### config.mk
export PLATFORM = sky130hd
export DESIGN_NAME = mem_access
export DESIGN_NICKNAME = d
export VERILOG_FILES = /design/src/rtl/mem_access.sv
export SDC_FILE = /design/constraint.sdc
export NUM_CORES = 1
export LEC_CHECK = 0
export CORE_UTILIZATION = 25
export DETAILED_ROUTE_END_ITERATION = 7
export GPL_TIMING_DRIVEN = 0
export PLACE_DENSITY_LB_ADDON = 0.1
export SLEW_MARGIN = 20
export SYNTH_ARGS = -nofsm -noshare
export SYNTH_HDL_FRONTEND = slang
export SYNTH_SLANG_ARGS = --single-unit
export TNS_END_PERCENT = 50
### constraint.sdc
create_clock -name clk -period 4.2 [get_ports clk]
set_clock_uncertainty 0.1 [all_clocks]
set_input_delay 0.84 -clock clk [delete_from_list [all_inputs] [get_ports clk]]
set_output_delay 0.84 -clock clk [all_outputs]
set_load 0.05 [all_outputs]
### src/rtl/mem_access.sv
// mem_access: memory-stage load/store unit driving an SRAM-like req/addr_ok/data_ok bus.
// Optional misaligned-address exceptions are enabled by defining MEM_ADDR_EXC_EN.
module mem_access #(
  parameter int ADDR_W = 32
) (
  input  logic              clk,
  input  logic              rst,
  input  logic              valid_i,
  input  logic              flush_i,
  input  logic [7:0]        memop_i,
  input  logic [ADDR_W-1:0] addr_i,
  input  logic [ADDR_W-1:0] wdata_i,
  output logic              stall_o,
  output logic              done_o,
  output logic [ADDR_W-1:0] rdata_o,
  output logic              adel_o,
  output logic              ades_o,
  output logic [ADDR_W-1:0] badvaddr_o,
  output logic              data_req,
  output logic              data_wr,
  output logic [1:0]        data_size,
  output logic [3:0]        data_wstrb,
  output logic [ADDR_W-1:0] data_addr,
  output logic [ADDR_W-1:0] data_wdata,
  input  logic              data_addr_ok,
  input  logic              data_data_ok,
  input  logic [ADDR_W-1:0] data_rdata
);
  localparam logic [7:0] EXE_LB_OP  = 8'b1110_0000;
  localparam logic [7:0] EXE_LBU_OP = 8'b1110_0100;
  localparam logic [7:0] EXE_LH_OP  = 8'b1110_0001;
  localparam logic [7:0] EXE_LHU_OP = 8'b1110_0101;
  localparam logic [7:0] EXE_LW_OP  = 8'b1110_0011;
  localparam logic [7:0] EXE_SB_OP  = 8'b1110_1000;
  localparam logic [7:0] EXE_SH_OP  = 8'b1110_1001;
  localparam logic [7:0] EXE_SW_OP  = 8'b1110_1011;

  typedef enum logic [2:0] {S_IDLE, S_REQ, S_WAIT, S_DONE, S_CANCEL} state_t;

  typedef struct packed {
    logic [7:0]        op;
    logic [ADDR_W-1:0] addr;
    logic [ADDR_W-1:0] wdata;
  } req_t;

  function automatic logic is_mem(input logic [7:0] op);
    case (op)
      EXE_LB_OP, EXE_LBU_OP, EXE_LH_OP, EXE_LHU_OP, EXE_LW_OP,
      EXE_SB_OP, EXE_SH_OP, EXE_SW_OP: return 1'b1;
      default:                         return 1'b0;
    endcase
  endfunction

  function automatic logic is_store(input logic [7:0] op);
    return (op == EXE_SB_OP) || (op == EXE_SH_OP) || (op == EXE_SW_OP);
  endfunction

  function automatic logic [1:0] op_size(input logic [7:0] op);
    case (op)
      EXE_LH_OP, EXE_LHU_OP, EXE_SH_OP: return 2'd1;
      EXE_LW_OP, EXE_SW_OP:             return 2'd2;
      default:                          return 2'd0;
    endcase
  endfunction

  state_t            state, state_nxt;
  req_t              cap;
  logic [ADDR_W-1:0] rdata_q, addr_cap, ld_val;
  logic              mem_op, addr_err, start;

  assign mem_op = is_mem(memop_i);

`ifdef MEM_ADDR_EXC_EN
  logic              misal;
  logic [ADDR_W-1:0] badv_q;
  assign misal = ((op_size(memop_i) == 2'd1) && addr_i[0]) ||
                 ((op_size(memop_i) == 2'd2) && (addr_i[1:0] != 2'b00));
  assign addr_err   = valid_i & mem_op & misal;
  assign adel_o     = addr_err & ~is_store(memop_i);
  assign ades_o     = addr_err &  is_store(memop_i);
  assign badvaddr_o = addr_err ? addr_i : badv_q;
  assign addr_cap   = addr_i;

  always_ff @(posedge clk or posedge rst)
    if (rst)           badv_q <= '0;
    else if (addr_err) badv_q <= addr_i;
`else
  assign addr_err   = 1'b0;
  assign adel_o     = 1'b0;
  assign ades_o     = 1'b0;
  assign badvaddr_o = '0;

  // Without exceptions the low bits are simply dropped to keep the bus aligned.
  always_comb begin
    addr_cap = addr_i;
    case (op_size(memop_i))
      2'd1:    addr_cap = {addr_i[ADDR_W-1:1], 1'b0};
      2'd2:    addr_cap = {addr_i[ADDR_W-1:2], 2'b00};
      default: addr_cap = addr_i;
    endcase
  end
`endif

  assign start = valid_i & mem_op & ~flush_i & ~addr_err;

  always_ff @(posedge clk or posedge rst) begin
    if (rst) begin
      state   <= S_IDLE;
      cap     <= '0;
      rdata_q <= '0;
    end else begin
      state <= state_nxt;
      if (state == S_IDLE && start)
        cap <= '{op: memop_i, addr: addr_cap, wdata: wdata_i};
      if (state == S_WAIT && data_data_ok && !flush_i)
        rdata_q <= ld_val;
    end
  end

  always_comb begin
    state_nxt = state;
    stall_o   = 1'b0;
    case (state)
      S_IDLE: begin
        stall_o = start;
        if (start) state_nxt = S_REQ;
      end
      S_REQ: begin
        stall_o = 1'b1;
        if (data_addr_ok) state_nxt = flush_i ? S_CANCEL : S_WAIT;
        else if (flush_i) state_nxt = S_IDLE;
      end
      S_WAIT: begin
        stall_o = 1'b1;
        if (flush_i)           state_nxt = S_CANCEL;
        else if (data_data_ok) state_nxt = S_DONE;
      end
      S_DONE: state_nxt = S_IDLE;
      S_CANCEL: begin
        // Hold back the next mem op until the orphaned response drains.
        stall_o = valid_i & mem_op & ~addr_err;
        if (data_data_ok) state_nxt = S_IDLE;
      end
      default: state_nxt = S_IDLE;
    endcase
  end

  always_comb begin
    data_wstrb = 4'b1111;
    data_wdata = cap.wdata;
    case (data_size)
      2'd0: begin
        data_wstrb = 4'b0001 << cap.addr[1:0];
        data_wdata = {4{cap.wdata[7:0]}};
      end
      2'd1: begin
        data_wstrb = cap.addr[1] ? 4'b1100 : 4'b0011;
        data_wdata = {2{cap.wdata[15:0]}};
      end
      default: ;
    endcase
    if (!data_wr) data_wstrb = 4'b0000;
  end

  logic [7:0]  byte_sel;
  logic [15:0] half_sel;

  always_comb begin
    byte_sel = data_rdata[{cap.addr[1:0], 3'b000} +: 8];
    half_sel = cap.addr[1] ? data_rdata[31:16] : data_rdata[15:0];
    case (cap.op)
      EXE_LB_OP:  ld_val = {{24{byte_sel[7]}}, byte_sel};
      EXE_LBU_OP: ld_val = {24'b0, byte_sel};
      EXE_LH_OP:  ld_val = {{16{half_sel[15]}}, half_sel};
      EXE_LHU_OP: ld_val = {16'b0, half_sel};
      EXE_LW_OP:  ld_val = data_rdata;
      default:    ld_val = '0;
    endcase
  end

  assign data_req  = (state == S_REQ);
  assign done_o    = (state == S_DONE);
  assign rdata_o   = rdata_q;
  assign data_addr = cap.addr;
  assign data_wr   = is_store(cap.op);
  assign data_size = op_size(cap.op);

endmodule

==> impl_metrics.yaml <==
layout:
  drive_gt1_share_pct: 26.2
  synthToLayoutAreaGrowth_pct: 48.8
  antenna_cells: 0
  postLayoutCellArea_um2: 9230
  post-route-util_pct: 38.0
  final.fill_count: 2410
  nets: 899
sta:
  finalWorstPathRequiredPeriod_ns: 3.96
  worst_pin_slew_ns: 0.711
  hold_viol_final: 0
  drv_slew: 0
  fmax_ghz: 0.252
  slew_headroom_pct: 52.3
  setup_viol: 0
  setup-tns-final_ns: 0
  period_share_pct: 94.3
  rsz0062_at_grt: "no"
setup_path:
  crit_buf_inv: 4
  path_cells: "clkbuf_1 > and3_1 > clkbuf_1 > a222oi_1 > inv_1 > clkdlybuf4s50_1"
  cpPeakStageDelay_ns: 0.83
  required_ns: 3.26
  crit_path_frequent_cell: "clkbuf_1"
  critPathArrivalTime_ns: 3.02
  path_class: "register to output pin"
  crit_family: "buffers and inverters"
  start_kind: "register"
  cpMaxStageDelayCell: "clkdlybuf4s50_1"
  endpoint_kind: "output pin"
  crit_path_max_fanout: 10
clock_tree:
  hold_buffers: 0
  cts_setup_buffers: 0
  cts_buffer_depth: 2
  clock_latency_ns: 0.35
  cts_resized: 0
  numCtsBuffers: 9
  cts-root-buf: "clkbuf_16"
  clk_pin_slew_ns: 0.07
  clock_sinks: 107
  cts_tree: "done"
  cts_max_level: 3
pwr:
  power.internal_mw: 2.26
  p_sw_mw: 1.29
  seqPwrFrac_pct: 35.4
  power_density_nw_per_um2: 384
  vdd_drop_max_mv: 0.164
  leakagePower_nw: 4.23
  comb_power_share_pct: 38.9
  power_frac_clock_pct: 25.7
  switching_share_pct: 36.4
placement:
  placed_cell_area_um2: 8920
  dpl.hpwl_um: 13800
  io_buffers: 215
  gp_congestion: 0.791
routing:
  drt_iter0_markers: 181
  wire_per_inst_um: 16.4
  firstDrtPassIters: 5
  vias_per_cell: 4.27
  vias: 4769
  drc: 0
  drtAntennaViolNets: 0
  wirelength_um: 18400
logic_synthesis:
  synth_edf_count: 0
  synth-seq-cells: 107
  yosysUniqueCellTypes: 49
  synth_fa_ha_area_share_pct: 0.202
  avgSynthCellArea_um2: 11.8
  syn-cell-area_um2: 6200
  synth_xor_area_share_pct: 0
  yosys-mux-area-fraction_pct: 23.2
  syn_inst: 528
  synth_top_family_by_area: "multiplexers"
  synth_compound_area_share_pct: 11.8
  synthFlopType: "dfrtp_1"
  yosysWarnings: 0
  synth-simple-area-share_pct: 7.44
  synthArstFlopShare_pct: 100
  synth.yosys.seq_area_share_pct: 43.2
floorplan:
  die_area_um2: 25500
  initial_core_util_pct: 25.5
  io-pin-count: 250
  rows: 57
  die_h_um: 160
  core_area_um2: 24300
  die_w_um: 160
grt:
  overflow: 0
  grt_pass1_wl_um: 28800
  grt_pass1_vias: 4938
  track_usage_pct: 14.6
  grt_max_degree: 59
  antenna_found_initial: 0
job:
  drv_cap: 0
status:
  status: "finished clean"
hold_path:
  holdCritPathClass: "register to register"
-- worst paths after layout --
| path | from | endpoint | slack, ns | cells after the start |
|---|---|---|---|---|
| worst max-delay path | cap[64] | data_wdata[30] | 0.24 | 6 |
| worst min-delay path | rdata_o[9] | rdata_o[9] | 0.39 | 2 |
| worst max register to register | data_addr[0] | rdata_o[3] | 1.92 | 5 |
| worst min register to register | rdata_o[9] | rdata_o[9] | 0.39 | 2 |
| max in group asynchronous | rst | data_addr[30] | 2.53 | 3 |
| min in group asynchronous | rst | data_addr[16] | 0.79 | 2 |
-- registers in the layout, summed over array words and instances, names as in the netlist --
name,cells
cap,40
data_addr,32
rdata_o,32
state,3
-- stage by stage --
stage | hold WS [ns] | instances | worst slack, ns | power, mW
final | 0.393 | 1117 | 0.239 | 3.54
after floorplan | 0.359 | 561 | 0.443 | 2.21
after global placement | 0.372 | 1100 | -1.44 | 2.64
after global routing | 0.423 | 1117 | 0.0555 | 3.71
after detailed placement | 0.387 | 1101 | 0.282 | 2.66
after CTS | 0.403 | 1117 | 0.192 | 3.60
-- area by class of cell --
class	count	area, um2	share of cell area, %
multi-input combinational	332	2770	30.0
sequential	107	2680	29.0
timing repair buffer	216	2180	23.6
buffer	108	828	8.97
tap	324	405	4.39
clock buffer	11	253	2.74
clock inverter	5	60.1	0.651
inverter	14	57.6	0.623
-- placed cells by master (no fill, tap or decap), drive strengths merged, types with 5 or more instances in the layout --
| cell type | n |
|---|---|
| nor2b | 8 |
| a21oi | 50 |
| buf | 96 |
| clkbuf | 24 |
| a222oi | 8 |
| nand2 | 14 |
| mux2 | 84 |
| a22oi | 12 |
| inv | 15 |
| nor2 | 31 |
| clkdlybuf4s50 | 215 |
| o2bb2ai | 8 |
| mux2i | 20 |
| nor3 | 5 |
| dfrtp | 107 |
| conb | 34 |
| o21ai | 14 |
-- worst register-to-register path: stages, from the launching register on --
cell and delay (ns):
dfrtp_1 0.48, nand2b_1 0.11, clkbuf_1 0.37, mux4_2 0.56
a221oi_1 0.45, nor2_1 0.10
-- kinds of logic after synthesis --
| logic type | Yosys count |
|---|---|
| buf+inv | 122 |
| compound gates | 111 |
| mux | 107 |
| flops | 107 |
| simple gates | 79 |
| fa+ha+maj | 1 |
| other cells | 1 |
-- synthesized netlist by cell type (6+ instances only) --
| master | number | area [um2] |
|---|---|---|
| mux2i_1 | 20 | 200 |
| o21ai_0 | 9 | 45.0 |
| nand2_1 | 14 | 52.6 |
| a21oi_1 | 50 | 250 |
| buf_4 | 74 | 556 |
| dfrtp_1 | 107 | 2680 |
| nor2_1 | 31 | 116 |
| o2bb2ai_1 | 8 | 70.1 |
| mux2_2 | 19 | 214 |
| a222oi_1 | 8 | 80.1 |
| buf_2 | 11 | 55.1 |
| clkbuf_1 | 13 | 48.8 |
| mux2_4 | 60 | 901 |
| nor2b_1 | 8 | 50.1 |
| a22oi_1 | 12 | 90.1 |
| inv_1 | 13 | 48.8 |
| buf_12 | 6 | 120 |
-- routing by layer --
metal | vias to the layer above | share of wire (%) | wire, um | global-route usage (%)
met5 | - | 0 | 0 | 0
met1 | 2307 | 46 | 8380 | 19.1
met4 | 0 | 1.3 | 233 | 4.15
met2 | 163 | 47 | 8620 | 23.9
li1 | 2286 | - | - | -
met3 | 13 | 6.1 | 1110 | 3.54
-- power groups by stage --
stage | registers, mW | clock network (mW) | logic (mW)
global placement | 1.27 | 0 | 1.37
global route | 1.27 | 0.994 | 1.45
finish | 1.25 | 0.912 | 1.38
detailed placement | 1.27 | 0 | 1.38
floorplan | 1.36 | 0 | 0.842
CTS | 1.26 | 0.955 | 1.39
(Power assumes the default switching activity.)
